===== config.mk =====
export PLATFORM = sky130hd
export DESIGN_NAME = grid_tile_cfg_chain
export DESIGN_NICKNAME = d
export VERILOG_FILES = /design/src/rtl/grid_tile_cfg_chain.sv
export SDC_FILE = /design/constraint.sdc
export NUM_CORES = 1
export LEC_CHECK = 0
export ABC_AREA = 1
export BUFFER_PORTS_ARGS = -buffer_cell sky130_fd_sc_hd__buf_2
export CORE_MARGIN = 3
export CORE_UTILIZATION = 50
export CTS_CLUSTER_DIAMETER = 200
export DETAILED_ROUTE_END_ITERATION = 10
export PLACE_DENSITY_LB_ADDON = 0.1
export SYNTH_ARGS = -nofsm -noshare
export SYNTH_HDL_FRONTEND = slang
export SYNTH_SLANG_ARGS = --single-unit

===== constraint.sdc =====
create_clock -name prog_clk -period 1.4 [get_ports prog_clk]
set_input_delay 0.07 -clock prog_clk [delete_from_list [all_inputs] [get_ports prog_clk]]
set_output_delay 0.07 -clock prog_clk [all_outputs]
set_load 0.005 [all_outputs]

===== src/rtl/grid_tile_cfg_chain.sv =====
// Configuration-chain controller for a physical tile: serial shift chain with
// pass-through, shadow commit on cfg_done rising edge, and output gating.
module grid_tile_cfg_chain #(
    parameter int NUM_SUBTILE      = 1,
    parameter int BITS_PER_SUBTILE = 64,
    parameter int NUM_O            = 10,
    localparam int T               = NUM_SUBTILE * BITS_PER_SUBTILE,
    localparam int CNT_W           = $clog2(T + 1)
) (
    input  logic             prog_clk,
    input  logic             prog_reset,
    input  logic             cfg_en,
    input  logic             ccff_head,
    input  logic             cfg_done,
    input  logic [NUM_O-1:0] tile_o_in,
    output logic             ccff_tail,
    output logic [T-1:0]     cfg_bits,
    output logic             cfg_valid,
    output logic             chain_full,
    output logic             cfg_error,
    output logic [CNT_W-1:0] shift_count,
    output logic [NUM_O-1:0] tile_o
);

    typedef enum logic [1:0] {
        ST_IDLE   = 2'd0,
        ST_SHIFT  = 2'd1,
        ST_FULL   = 2'd2,
        ST_ACTIVE = 2'd3
    } state_e;

    // A one-bit chain is full after its first shift, so SHIFT is skipped.
    localparam bit ONE_BIT_CHAIN = (T == 1);
    localparam logic [CNT_W-1:0] CNT_FULL = CNT_W'(T);
    localparam logic [CNT_W-1:0] CNT_LAST = CNT_W'(T - 1);

    state_e           state_q, state_d;
    logic [T-1:0]     sreg_q, sreg_d;
    logic [T-1:0]     shadow_q, shadow_d;
    logic             done_q;
    logic [CNT_W-1:0] cnt_q, cnt_d;
    logic             valid_q, valid_d;
    logic             full_q, full_d;
    logic             err_q, err_d;

    logic             shift_s;
    logic             rise_s;

    // cfg_done blocks shifting so a commit always sees a stable chain.
    assign shift_s = cfg_en & ~cfg_done;
    assign rise_s  = cfg_done & ~done_q;

    // State register.
    always_ff @(posedge prog_clk or negedge prog_reset) begin
        if (!prog_reset) begin
            state_q <= ST_IDLE;
        end else begin
            state_q <= state_d;
        end
    end

    // Next-state decode.
    always_comb begin
        state_d = state_q;
        case (state_q)
            ST_IDLE, ST_ACTIVE: begin
                if (shift_s) begin
                    state_d = ONE_BIT_CHAIN ? ST_FULL : ST_SHIFT;
                end else begin
                    state_d = state_q;
                end
            end
            ST_SHIFT: begin
                if (shift_s && (cnt_q == CNT_LAST)) begin
                    state_d = ST_FULL;
                end else if (rise_s) begin
                    state_d = ST_IDLE;
                end else begin
                    state_d = ST_SHIFT;
                end
            end
            ST_FULL: begin
                if (rise_s) begin
                    state_d = ST_ACTIVE;
                end else begin
                    state_d = ST_FULL;
                end
            end
            default: state_d = ST_IDLE;
        endcase
    end

    // Datapath next values: chain shift, counter, flags and shadow commit.
    always_comb begin
        shadow_d = shadow_q;
        cnt_d    = cnt_q;
        valid_d  = valid_q;
        full_d   = full_q;
        err_d    = err_q;
        if (shift_s) begin
            sreg_d = (sreg_q << 1) | T'(ccff_head);
        end else begin
            sreg_d = sreg_q;
        end
        case (state_q)
            ST_IDLE, ST_ACTIVE: begin
                if (shift_s) begin
                    cnt_d  = CNT_W'(1);
                    full_d = ONE_BIT_CHAIN;
                end else if (rise_s && (state_q == ST_IDLE)) begin
                    err_d = 1'b1;
                end else begin
                    err_d = err_q;
                end
            end
            ST_SHIFT: begin
                if (shift_s) begin
                    cnt_d = cnt_q + CNT_W'(1);
                    if (cnt_q == CNT_LAST) begin
                        full_d = 1'b1;
                    end else begin
                        full_d = full_q;
                    end
                end else if (rise_s) begin
                    err_d = 1'b1;
                    cnt_d = '0;
                end else begin
                    cnt_d = cnt_q;
                end
            end
            ST_FULL: begin
                if (rise_s) begin
                    shadow_d = sreg_q;
                    valid_d  = 1'b1;
                    err_d    = 1'b0;
                    full_d   = 1'b0;
                    cnt_d    = '0;
                end else begin
                    cnt_d  = CNT_FULL;
                    full_d = 1'b1;
                end
            end
            default: begin
                cnt_d  = '0;
                full_d = 1'b0;
            end
        endcase
    end

    // Datapath registers.
    always_ff @(posedge prog_clk or negedge prog_reset) begin
        if (!prog_reset) begin
            sreg_q   <= '0;
            shadow_q <= '0;
            done_q   <= 1'b0;
            cnt_q    <= '0;
            valid_q  <= 1'b0;
            full_q   <= 1'b0;
            err_q    <= 1'b0;
        end else begin
            sreg_q   <= sreg_d;
            shadow_q <= shadow_d;
            done_q   <= cfg_done;
            cnt_q    <= cnt_d;
            valid_q  <= valid_d;
            full_q   <= full_d;
            err_q    <= err_d;
        end
    end

    assign ccff_tail   = sreg_q[T-1];
    assign cfg_bits    = shadow_q;
    assign cfg_valid   = valid_q;
    assign chain_full  = full_q;
    assign cfg_error   = err_q;
    assign shift_count = cnt_q;
    assign tile_o      = tile_o_in & {NUM_O{valid_q}};

endmodule


# After elaboration in Yosys (flattened, before gate mapping)
# Index checks and enable logic that the tools add are counted.
dict set report word_totals {
  ff_bits 141
  input_bits 15
  elab_cells 57
}
dict set report classes {
  add_sub_neg 1
  eq_ne 13
  n_mux 21
  bitwise_logic 6
  reduce_logical 8
}
# op n
set ops {}
lappend ops {{64-bit by 1-bit bitwise OR with 64-bit output} 1}
lappend ops {{7-bit 2-to-1 mux} 4}
lappend ops {{7-bit one-hot mux with 3 select lines} 1}
lappend ops {{2-bit != test (second input constant)} 8}
lappend ops {{1-bit 2-to-1 mux} 11}
lappend ops {{10-bit AND} 1}
lappend ops {{7-bit by 1-bit adder with 7-bit output (second input constant)} 1}
lappend ops {{7-bit by 6-bit equality test with 1-bit output (second input constant)} 1}
lappend ops {{1-bit one-hot mux with 3 select lines} 2}
lappend ops {{2-bit one-hot mux with 3 select lines} 1}
lappend ops {{5-bit AND reduction} 1}
lappend ops {{2-bit equality test (second input constant)} 2}
lappend ops {{2-bit 2-to-1 mux} 2}
lappend ops {{2-bit AND reduction} 2}
lappend ops {{3-bit != test (second input constant)} 1}
lappend ops {{3-bit AND reduction} 1}
lappend ops {{1-bit AND} 2}
lappend ops {{2-bit by 1-bit equality test with 1-bit output (second input constant)} 1}
lappend ops {{1-bit logical AND} 2}
lappend ops {{2-bit logical NOT} 1}
lappend ops {{1-bit inverter} 2}
lappend ops {{2-bit OR reduction} 1}

# Depth between registers and ports, before layout
dict set report logic_depth {
  ltp_word 6
  mapped_depth 8
  depth_no_buf 8
}

# Least setup slack after synthesis
# Ideal clock, no wire load.
dict set report synth_path {
  kind {register -> register}
  startpoint {register state_q[0]}
  endpoint {register cnt_q[3], in the netlist shift_count[3]}
  setup_ps 113
  t_arrival_ps 1230
  slack_ps 57
  path_stages_with_launch 9
  path_buffers 0
  cell_sequence {dfrtp_1 inv_1 ha_1 nand2_1 nand2_2 inv_1 nand2_1 nand2_1 inv_1}
}
dict set report synth_between {
  elab_chain_len 4
}
# element line_no
set synth_rtl {}
lappend synth_rtl {{start, declared} 37} ;# state_e state_q, state_d;
lappend synth_rtl {{start signal, assigned} 58} ;# state_q <= state_d;
lappend synth_rtl {{2-bit equality test / 2-bit logical NOT (equally long branches)} 105} ;# case (state_q)
lappend synth_rtl {{2-bit OR reduction} 105}
lappend synth_rtl {{2-bit != test (no line)} --}
lappend synth_rtl {{2-bit AND reduction (no line)} --}
lappend synth_rtl {{end signal, assigned} 164} ;# cnt_q <= cnt_d;
lappend synth_rtl {{end, declared} 41} ;# logic [CNT_W-1:0] cnt_q, cnt_d;
# Parallel ways exist; a longest one is shown, timed or not.
# A chain may end at the register's enable or synchronous reset.

# Final worst setup path
dict set report layout_path {
  startpoint {register state_q[0]}
  endpoint {register cnt_q[4], in the netlist shift_count[4]}
}
# The elaborated chain is that of the path after synthesis.

==> impl_results.md <==
* Avg Inst Size Synth at 9.55 sq um
* Hold crit path type: input pin to asynchronous set/reset pin
* Max_cap viols at 0
* Status: finished, final reports clean
* Diodes inserted at 0
* Vias/cell at about 4.8
* GP Congestion at 0.825
* Yosys top cell by area: dfrtp_1
* Port buffer count at 99
* Synth cell count leaders: 185 x nand2_1, 141 x dfrtp_1, 94 x inv_1
* Post-synth cell types at 19
* Synth top area cells: dfrtp_1 60%, nand2_1 12%, o21ai_2 7.5%
* Detailed-route wire length per cell at 12.5 um
* Mapped Nets at 633
* Depth of the CTS H-tree at 4
* Reg2Reg Depth at 8
* Clock slew at reported path FFs at approximately 60 ps
* Mux cell area share after synthesis at 0%
* Synth top area share at 60.1%
* Inserted Clock Buffers at 17
* Initial antenna violation count at 0
* VDD IR max at 0.000896 V
* Max frequency at 758 MHz
* Setup Crit Path Kind: register to register
* Pin count of the biggest net entering global routing at 89
* Top Layer Used: met4
* DRC viols at 0
* Tot Pwr at 11,300 uW
* Area added between synthesis and finish at 23.7%
* Switching pwr at 2790 uW
* Largest family of logic cells by synthesized area: compound AO/OA/AOI/OAI gates
* First DRT Iteration DRCs at roughly 280
* RSZ-0062 raised after global routing: false
* Post-synth EDFFs at 0
* Worst-path cell chain: inv_1 > ha_4 > nand2_4 > nand2_2 > inv_2 > nand2_1 > nand2_1 > inv_1
* Final Skew at 6.51 ps
* Hold Slack at 68.2 ps
* Post-DP HPWL at 7.14 mm
* Post-synthesis cell area at 0.00587 sq mm
* Final #Nets at between 700 and 800
* ANT nets after route at 0
* Max-Slew Margin vs Limit at 78.2%
* Reg2reg setup slack at around 80 ps
* Combinational power share at 12.5%
* Clk root buf: clkbuf_16
* Critical path buffer and inverter count at 3
* Pre-CTS setup slack at -87.4 ps
* Worst setup EP type: register
* Origin of the critical flop-to-flop path: state_q[0]
* Complex-gate fraction of the synthesized area at roughly 15%
* FF+latch count, synth at 141
* Post-synthesis async set-or-reset flop share at 100%
* CTS sink cnt at 141
* Worst setup margin at 81.2 ps
* Initial Util at a little over half
* Fin crit share at 94.2%
* CP Data Required Time at approximately 1700 ps
* Final Cell Area at about 0.0073 sq mm
* Met2 WL at 4.99 mm
* # IOs at 100
* XOR/XNOR share of the synthesized area at 0.149%
* Vias at 4,203
* Ys flop type: dfrtp_1
* Clk Latency, worst-skew pair at 410 ps
* WL met3 at 576 um
* Cell Int Power at 8530 uW
* Synth Area in Adders at 0.639%
* Fin util at 65.1%
* R2r endpoint: shift_count[4]
* Most common cell in the netlist: nand2_1
* Seq/Total Area, Yosys at 60.1%
* Post-CTS setup buffers at 0
* Final hold violations at 0
* Fin crit period at around 1300 ps
* Clk pwr share at 45.3%
* Core area at 0.0112 sq mm
* Worst-margin pin slew at 327 ps
* Synth Instances at 615
* Core Rows at 38
* CP top delay family: flip-flops
* Slew Viols, Final at 0
* Share of total power in sequential cells at 42.3%
* Final setup violation count at 0
* Simple-Gate Fraction of Synth Area at 14.0%
* CTS tree: yes
* Initial DRT Pass Iterations at 4
* Post-Route M1 WL at around 5.2 mm
* First-pass GRT wire length at 18.9 mm
* Total Die Area at 0.0131 sq mm
* GRT overflow at 0
* Chip height at 114 um
* Clk buf depth at 2
* Arr. time, crit path at 1620 ps
* Final wirelength at 10.9 mm
* Slowest cell on crit path: dfrtp_2
* Yosys warns at 0
* Sw Ratio at 24.7%
* GRT Total Usage at about 18%
* Pleak at 0.00376 uW
* Placed Area at 0.00649 sq mm
* Crit start category: register
* Critical path's largest stage delay at about 440 ps
* Crit-path max FO at 6
* Power Dens Cells at between 1500 and 2000 mW/mm^2
* Die span in x at 114 um
* Layout cells sized above 1 at between 20% and 30%
* Number of global-route vias before repair at 4,106
## cell usage in the layout, fill, tap and decap left out, types with 5 or more instances in the layout
master,n
nand2_1,183
bufinv_16,6
buf_4,5
buf_2,98
dfrtp_1,139
o21ai_0,62
buf_12,7
o21ai_1,18
nor2_1,9
clkbuf_16,17
inv_1,92
nand3_1,10
o21ai_2,50
## timing repair
item / 4_1_cts / 5_1_grt
resized for setup: 6 / 12
setup endpoints to repair: 52 / 55
endpoints found under the hold margin: 143 / 0
hold buffers: 3 / 0
pin swaps: 1 / 1
## state kept, by name, indices dropped and copies added (netlist names)
| register | count |
|---|---|
| shift_count | 7 |
| sreg_q | 64 |
| state_q | 2 |
| done_q | 1 |
| cfg_bits | 64 |
| chain_full | 1 |
| cfg_valid | 1 |
| cfg_error | 1 |
## layout make-up
type | instances | area, sq um
repair buffers | 114 | 709
well taps | 140 | 175
clock buffers | 22 | 474
fillers | 902 | 3900
multi-input cells | 350 | 1810
flip-flops and latches | 141 | 3530
clock inverters | 10 | 209
inverters | 95 | 357
## worst max-delay path by stage
stage / startpoint / end / slack, ps / cells past startpoint
5_1_grt: state_q[0] / cfg_error / 9 / 6
3_5_place_dp: state_q[0] / shift_count[3] / -90 / 8
3_3_place_gp: state_q[0] / shift_count[4] / 4 / 8
4_1_cts: state_q[0] / cfg_error / 8 / 6
2_1_floorplan: state_q[0] / shift_count[3] / 60 / 8
6_report: state_q[0] / shift_count[4] / 80 / 8
## kinds of logic after synthesis
kind of cell / Yosys count
simple gates: 211
flops: 141
compound gates: 135
buf+inv: 124
fa+ha+maj: 3
xor+xnor: 1
## routing by layer
layer | vias up | track usage, %
met2 | 94 | 27.9
met3 | 10 | 5.60
met1 | 1986 | 24.4
met4 | 0 | 4.75
li1 | 2113 | -
met5 | - | 0
## power by group through the flow
stage / combinational, uW / sequential [uW] / clock, uW
3_3_place_gp: 1280 / 4820 / 0
2_1_floorplan: 895 / 4800 / 0
6_report: 1410 / 4790 / 5130
4_1_cts: 1380 / 4780 / 5240
5_1_grt: 1650 / 4850 / 5420
3_5_place_dp: 1320 / 4840 / 0
## per-stage QoR
stage / instances / TNS (ps)
finish: 872 / 0
global route: 872 / 0
CTS: 872 / 0
detailed placement: 837 / -369
global placement: 837 / 0
floorplan: 615 / 0
(Power assumes the default switching activity.)
